--- config.mk ---
export PLATFORM = sky130hd
export DESIGN_NAME = mac_acc_requant
export DESIGN_NICKNAME = d
export VERILOG_FILES = /design/src/rtl/mac_acc_requant.sv
export SDC_FILE = /design/constraint.sdc
export NUM_CORES = 1
export LEC_CHECK = 0
export ABC_AREA = 1
export CORE_MARGIN = 10
export CORE_UTILIZATION = 45
export CTS_CLUSTER_DIAMETER = 60
export DETAILED_ROUTE_END_ITERATION = 16
export GPL_ROUTABILITY_DRIVEN = 0
export PLACE_DENSITY_LB_ADDON = 0.15
export SKIP_LAST_GASP = 1
export SYNTH_ARGS = -nofsm -noshare
export SYNTH_HDL_FRONTEND = slang
export SYNTH_SLANG_ARGS = --single-unit
--- constraint.sdc ---
create_clock -name clk -period 5.29 [get_ports clk]
set_input_delay 1.3225 -clock clk [delete_from_list [all_inputs] [get_ports clk]]
set_output_delay 1.3225 -clock clk [all_outputs]
set_load 0.02 [all_outputs]
--- src/rtl/mac_acc_requant.sv ---
// mac_acc_requant: downstream stage of the MAC processing element.
// Sums a variable-length run of full-width Q(2I).(2F) terms in a guard-bit
// accumulator, then rounds (half toward +inf), shifts back to F fraction bits
// and saturates to the native Q(I).(F) word. The result sits in a one-entry
// output register with sat/err flags and the run's term count.
//
// Handshake: a beat or result moves on a rising edge where valid && ready are
// both high. Data must be stable while valid is high and ready is low. Here
// in_ready = !out_valid || out_ready, so the only input backpressure comes from
// a result waiting in the output register. While stalled, the accumulator
// freezes and in_data/in_last/in_valid are ignored.
//
// State: the run counter r_cnt (EMPTY when 0, ACCUM when >0) and r_out_valid
// (HOLD) are independent. Both are plain registers, so checkers can bind
// to them directly.
module mac_acc_requant #(
  parameter int para_int_bits  = 7,
  parameter int para_frac_bits = 9,
  parameter int para_max_terms = 64
) (
  input  logic                                          clk,
  input  logic                                          rst,
  input  logic                                          in_valid,
  output logic                                          in_ready,
  input  logic [2*(para_int_bits+para_frac_bits)-1:0]   in_data,
  input  logic                                          in_last,
  output logic                                          out_valid,
  input  logic                                          out_ready,
  output logic [para_int_bits+para_frac_bits-1:0]       out_data,
  output logic                                          out_sat,
  output logic                                          out_err,
  output logic [$clog2(para_max_terms):0]               out_count
);

  localparam int W     = para_int_bits + para_frac_bits;
  localparam int F     = para_frac_bits;
  localparam int CW    = $clog2(para_max_terms) + 1;
  localparam int ACC_W = 2 * W + $clog2(para_max_terms);

  localparam logic [CW-1:0]        MAX_CNT = CW'(para_max_terms);
  localparam logic signed [ACC_W:0] RND    = (ACC_W+1)'(1) << (F - 1);
  localparam logic [W-1:0]         SAT_MAX = {1'b0, {(W-1){1'b1}}};
  localparam logic [W-1:0]         SAT_MIN = {1'b1, {(W-1){1'b0}}};

  logic signed [ACC_W-1:0] r_acc;
  logic [CW-1:0]           r_cnt;
  logic                    r_out_valid;
  logic [W-1:0]            r_out_data;
  logic                    r_out_sat;
  logic                    r_out_err;
  logic [CW-1:0]           r_out_count;

  logic                    w_in_ready;
  logic                    w_accept;
  logic [CW-1:0]           w_cnt_next;
  logic                    w_final;
  logic signed [ACC_W-1:0] w_in_ext;
  logic signed [ACC_W-1:0] w_total;
  logic signed [ACC_W:0]   w_total_x;
  logic signed [ACC_W:0]   w_rounded;
  logic signed [ACC_W:0]   w_shifted;
  logic [ACC_W-W+1:0]      w_hi;
  logic                    w_no_clip;
  logic [W-1:0]            w_sat_data;

  // Handshake, run termination and the round/shift/saturate datapath on T.
  // The rounding add uses one extra bit: a full run of maximum positive
  // terms sits just below the accumulator's top and +2^(F-1) would wrap.
  always_comb begin
    w_in_ready = !r_out_valid || out_ready;
    w_accept   = in_valid && w_in_ready;
    w_cnt_next = r_cnt + CW'(1);
    w_final    = in_last || (w_cnt_next == MAX_CNT);
    w_in_ext   = {{(ACC_W-2*W){in_data[2*W-1]}}, in_data};
    w_total    = r_acc + w_in_ext;
    w_total_x  = {w_total[ACC_W-1], w_total};
    w_rounded  = w_total_x + RND;
    w_shifted  = w_rounded >>> F;
    // The value fits in W bits only if every bit from W-1 up is a sign copy.
    w_hi       = w_shifted[ACC_W:W-1];
    w_no_clip  = (&w_hi) || (~|w_hi);
    if (w_no_clip) begin
      w_sat_data = w_shifted[W-1:0];
    end else if (w_shifted[ACC_W]) begin
      w_sat_data = SAT_MIN;
    end else begin
      w_sat_data = SAT_MAX;
    end
  end

  // Accumulator and term counter: add non-final beats, clear on the final one.
  always_ff @(posedge clk) begin
    if (rst) begin
      r_acc <= '0;
      r_cnt <= '0;
    end else if (w_accept) begin
      if (w_final) begin
        r_acc <= '0;
        r_cnt <= '0;
      end else begin
        r_acc <= w_total;
        r_cnt <= w_cnt_next;
      end
    end
  end

  // Output register: load on a final beat (this also covers drain-and-load in
  // the same cycle with no bubble), clear valid on a plain drain, else hold.
  always_ff @(posedge clk) begin
    if (rst) begin
      r_out_valid <= 1'b0;
      r_out_data  <= '0;
      r_out_sat   <= 1'b0;
      r_out_err   <= 1'b0;
      r_out_count <= '0;
    end else if (w_accept && w_final) begin
      r_out_valid <= 1'b1;
      r_out_data  <= w_sat_data;
      r_out_sat   <= !w_no_clip;
      r_out_err   <= !in_last;
      r_out_count <= w_cnt_next;
    end else if (r_out_valid && out_ready) begin
      r_out_valid <= 1'b0;
    end
  end

  assign in_ready  = w_in_ready;
  assign out_valid = r_out_valid;
  assign out_data  = r_out_data;
  assign out_sat   = r_out_sat;
  assign out_err   = r_out_err;
  assign out_count = r_out_count;

endmodule

* Word-level counts from Yosys, hierarchy flattened *
Index checks and enable logic that the tools add are counted.

cells by class
  reduce and logical (&&, ||, !) cells = 13
  equality and inequality tests = 1
  add/subtract/negate cells = 3
  muxes and demuxes = 6

operators by type and width
  kind                                                               count
  38-bit by 10-bit adder with 39-bit output (second input constant)  1
  38-bit by 32-bit adder with 38-bit output                          1
  38-bit 2-to-1 mux                                                  1
  16-bit 2-to-1 mux                                                  2
  15-bit AND reduction                                               1
  15-bit OR reduction                                                1
  7-bit by 1-bit adder with 7-bit output (second input constant)     1
  7-bit == test (second input constant)                              1
  7-bit 2-to-1 mux                                                   1
  1-bit logical NOT                                                  4
  1-bit logical AND                                                  3
  1-bit logical OR                                                   3
  1-bit 2-to-1 mux                                                   2
  2-bit nonzero test                                                 1

storage, ports and cells
  register bits = 71
  word-level logic and storage cells = 30

* Depth between registers and ports, before layout *
  word-level depth = 6
  mapped depth = 28
  depth with buffers taken out = 27

* Worst setup path before layout *
Ideal clock, no wire load.

  kind = input to register
  start = input in_data[0]
  end = register r_out_data[10], in the netlist out_data[10]
  path buffers = 1
  data required time = 5.168 ns
  arrival = 4.073 ns
  stages = 22
  slack = 1.095 ns
  library setup time = 0.122 ns
  cells stage by stage = ha_1 -> inv_1 -> fa_1 -> nor2_1 -> o21ai_0 -> nand2_2 -> xor2_2 -> ha_1 -> nand3_4 -> nor2_8 -> nand3_2 -> nor2_4 -> nand3_1 -> nand2_1 -> nand3_1 -> nor2_1 -> nand3_2 -> nand2_1 -> nand2_1 -> inv_2 -> buf_6 -> a21oi_2

between the ends
  word-level cells in the longest chain between the ends = 6

ends and longest elaborated chain
  element                                      line  RTL
  from (decl)                                  25    input logic [2*(para_int_bits+para_frac_bits)-1:0] in_data,
  38-bit by 32-bit adder with 38-bit output *  75    w_total = r_acc + w_in_ext;
  38-bit by 10-bit adder with 39-bit output *  77    w_rounded = w_total_x + RND;
  15-bit OR reduction                          81    w_no_clip = (&w_hi) || (~|w_hi);
  1-bit logical NOT                            81
  1-bit logical OR                             81
  16-bit 2-to-1 mux *                          82    if (w_no_clip) begin
  to (signal assigned)                         118   r_out_data <= w_sat_data;
  to (decl)                                    48    logic [W-1:0] r_out_data;

Mark *: on every way between the ends. The rest lies on a longest branch, timed or not.
A chain may end at the register's enable or synchronous reset.

* Final worst setup path *
  start = input in_data[0]
  end = register r_out_data[4], in the netlist out_data[4]

The elaborated chain is that of the path after synthesis.

==> impl_metrics.csv <==
group,metric,value,unit
outcome,status,"completed",
routing,routed-via-count,7593,
run,drv_cap,0,
synth,yosysWarnings,0,
synth,yosysMostFrequentCell,"nand2_1",
synth,async_flop_share,0,
pwr,power_frac_clock,0.340,
timing,fin_crit_sh,0.932,
cells_and_area,drive_above_1_share,0.0784,
pwr,p_switching,0.716,mW
pwr,p_sw_frac,0.394,
timing,max_freq,203,MHz
clocking,cts_made_buffers,9,
setup_path,cp_max_fo,15,
cells_and_area,syn2layout_area_growth,16.4,%
floorplanning,ios,64,
placed_design,dp_hpwl,17600,um
timing,rsz0062_at_grt,"false",
routing,vias_per_cell,5.10,
synth,synth_common_cells,"nand2_1 (457), inv_1 (201), nor2_1 (126)",
timing,hold_viol,0,
synth,synth-main-ff-cell,"dfxtp_1",
routing,antenna_left,0,
synth,seq_area_frac_synth,0.205,
cells_and_area,diodes,0,
routing,wire_per_inst,14.5,um
floorplanning,fp.dieH,144,um
global_routing,grt_pass1_vias,7236,
synth,synthCells,1231,
synth,synth_top_area_frac,0.247,
cells_and_area,finalNonFillerCells,1489,
synth,avgSynthCellArea,5.64,sq um
clocking,clock-root-buffer,"clkbuf_16",
global_routing,grt_pass1_wl,35600,um
floorplanning,fp.dieW,144,um
pwr,seqPwrFrac,0.320,
pwr,power_density,225,nW/um^2
synth,syn_nets,1308,
pwr,p_int,1.10,mW
synth,synth_area_leader_cell,"nand2_1",
setup_path,start_kind,"primary input",
placed_design,dp_cells,1473,
clocking,cts-htree-levels,3,
pwr,comb_power_share,0.340,
clocking,numClockSinks,71,
clocking,postCtsHoldBufs,0,
cells_and_area,nNetsFinal,1373,
setup_path,cp_data_arrival_time,5.16,ns
pwr,p_leak,4.15,nW
floorplanning,rows,45,
placed_design,numPortBuffers,63,
routing,routed_wl,21600,um
timing,setup_viol_count_final,0,
timing,maxSlewHeadroom,0.432,
floorplanning,die_area,20800,sq um
clocking,cts_buffer_depth,2,
synth,synth_edf_count,0,
timing,tightestPinTransition,0.852,ns
routing,drc,0,
synth,ys_seq_elements,71,
cells_and_area,utilization,0.534,
global_routing,antenna_found_initial,0,
floorplanning,start_util,0.458,
clocking,clock_latency,0.36,ns
routing,drtIter0Drc,565,
global_routing,grt_overflow_total,0,
hold_path,min-delay-path-class,"register to register",
timing,layout_min_cycle_time,4.93,ns
pwr,ir_drop,0.000165,V
setup_path,setup.worst_path.end_class,"register",
global_routing,grt.total_usage,0.213,
setup_path,criticalPathCategory,"primary input to register",
synth,synth_cell_type_count,40,
timing,skew,0.0118,ns
timing,slew_viol_final,0,
global_routing,grt_max_degree,51,
clocking,cts_tree,"yes",
floorplanning,core-area,15100,sq um
synth,synth_area,6940,sq um
clocking,clkTransAtPathRegs,0.07,ns
setup_path,critical_path_required,5.52,ns
routing,dr.pass1.iters,5,
cells_and_area,nFillCells,1612,
synth,synth_area_leaders,"nand2_1 (25%), dfxtp_1 (20%), inv_1 (11%)",
timing,fin_setup_tns,0,ns
-- cells by family after synthesis --
| family | count (synthesis) | share of synthesized area |
|---|---|---|
| flops | 71 | 0.205 |
| compound gates | 131 | 0.106 |
| buf+inv | 225 | 0.125 |
| xor+xnor | 25 | 0.0326 |
| fa+ha+maj | 40 | 0.0732 |
| simple gates | 739 | 0.458 |
-- final cells by class --
class	instances	area, sq um	share of cell area
clock inverter	7	61.3	0.00759
clock buffer	9	225	0.0279
inverter	204	767	0.0949
tap	188	235	0.0291
timing repair buffer	75	716	0.0885
multi-input combinational	935	4660	0.576
sequential	71	1420	0.176
-- worst paths after layout --
path,startpoint,cells past startpoint,slack (ns),endpoint
min reg2reg,out_count[4],2,0.47,out_count[4]
max reg2reg,r_acc[0],23,1.45,out_data[4]
max,in_data[0],24,0.36,out_data[4]
min,out_count[4],2,0.47,out_count[4]
-- layout by cell type, fill, tap and decap left out, drive strengths merged, types with 22 or more instances in the layout --
cell / instances
nand3: 78
a21oi: 80
ha: 39
inv: 207
nand2: 482
nor2: 146
o21ai: 34
clkdlybuf4s50: 62
dfxtp: 71
xor2: 22
-- power by group through the flow --
stage | clock, mW | combinational [mW] | sequential [mW]
after floorplan | 0 | 0.401 | 0.605
after global placement | 0 | 0.611 | 0.593
after detailed placement | 0 | 0.610 | 0.593
after CTS | 0.634 | 0.614 | 0.581
after global routing | 0.648 | 0.688 | 0.584
final | 0.618 | 0.617 | 0.581
-- critical path, cell delays in order --
cell	delay, ns
clkdlybuf4s50_1	0.46
ha_1	0.17
inv_1	0.05
fa_1	0.39
o21ai_0	0.36
nand2_1	0.18
nand3_2	0.15
nand2_1	0.10
nand3_1	0.09
nand2_1	0.14
nor2_1	0.22
nand2_1	0.12
nor2_2	0.23
nand3_1	0.12
nand2_1	0.07
nand2_1	0.05
nor2_1	0.11
nand2_1	0.06
nor2_1	0.15
nand3_2	0.12
nand2_1	0.08
nand2_1	0.06
clkinv_2	0.24
a21oi_1	0.11
-- registers in the layout, summed over array words and instances, names as in the netlist --
name       count
out_sat        1
r_acc         38
out_data      16
r_cnt          7
out_count      7
out_valid      1
out_err        1
-- through the flow --
stage	hold WS (ns)	setup WS, ns	power, mW	area, sq um
after floorplan	0.449	1.10	1.01	6940
after global placement	0.453	0.0890	1.20	7790
after detailed placement	0.459	0.0390	1.20	7790
after CTS	0.470	0.388	1.83	8080
after global routing	0.487	0.0604	1.92	8080
final	0.466	0.359	1.82	8080
-- metal layers --
layer	wire, um	track usage	share of wire	up-vias
met5	0	0	0	-
met3	1410	0.0436	0.065	43
met1	9590	0.261	0.44	3375
li1	-	-	-	3953
met2	9980	0.361	0.46	222
met4	655	0.0793	0.030	0
-- repair_timing --
action / in CTS / in global routing
buffers inserted: 0 / 0
gates resized for setup: 0 / 1
setup endpoints to repair: 0 / 3
Power figures use the tool's default switching activity.
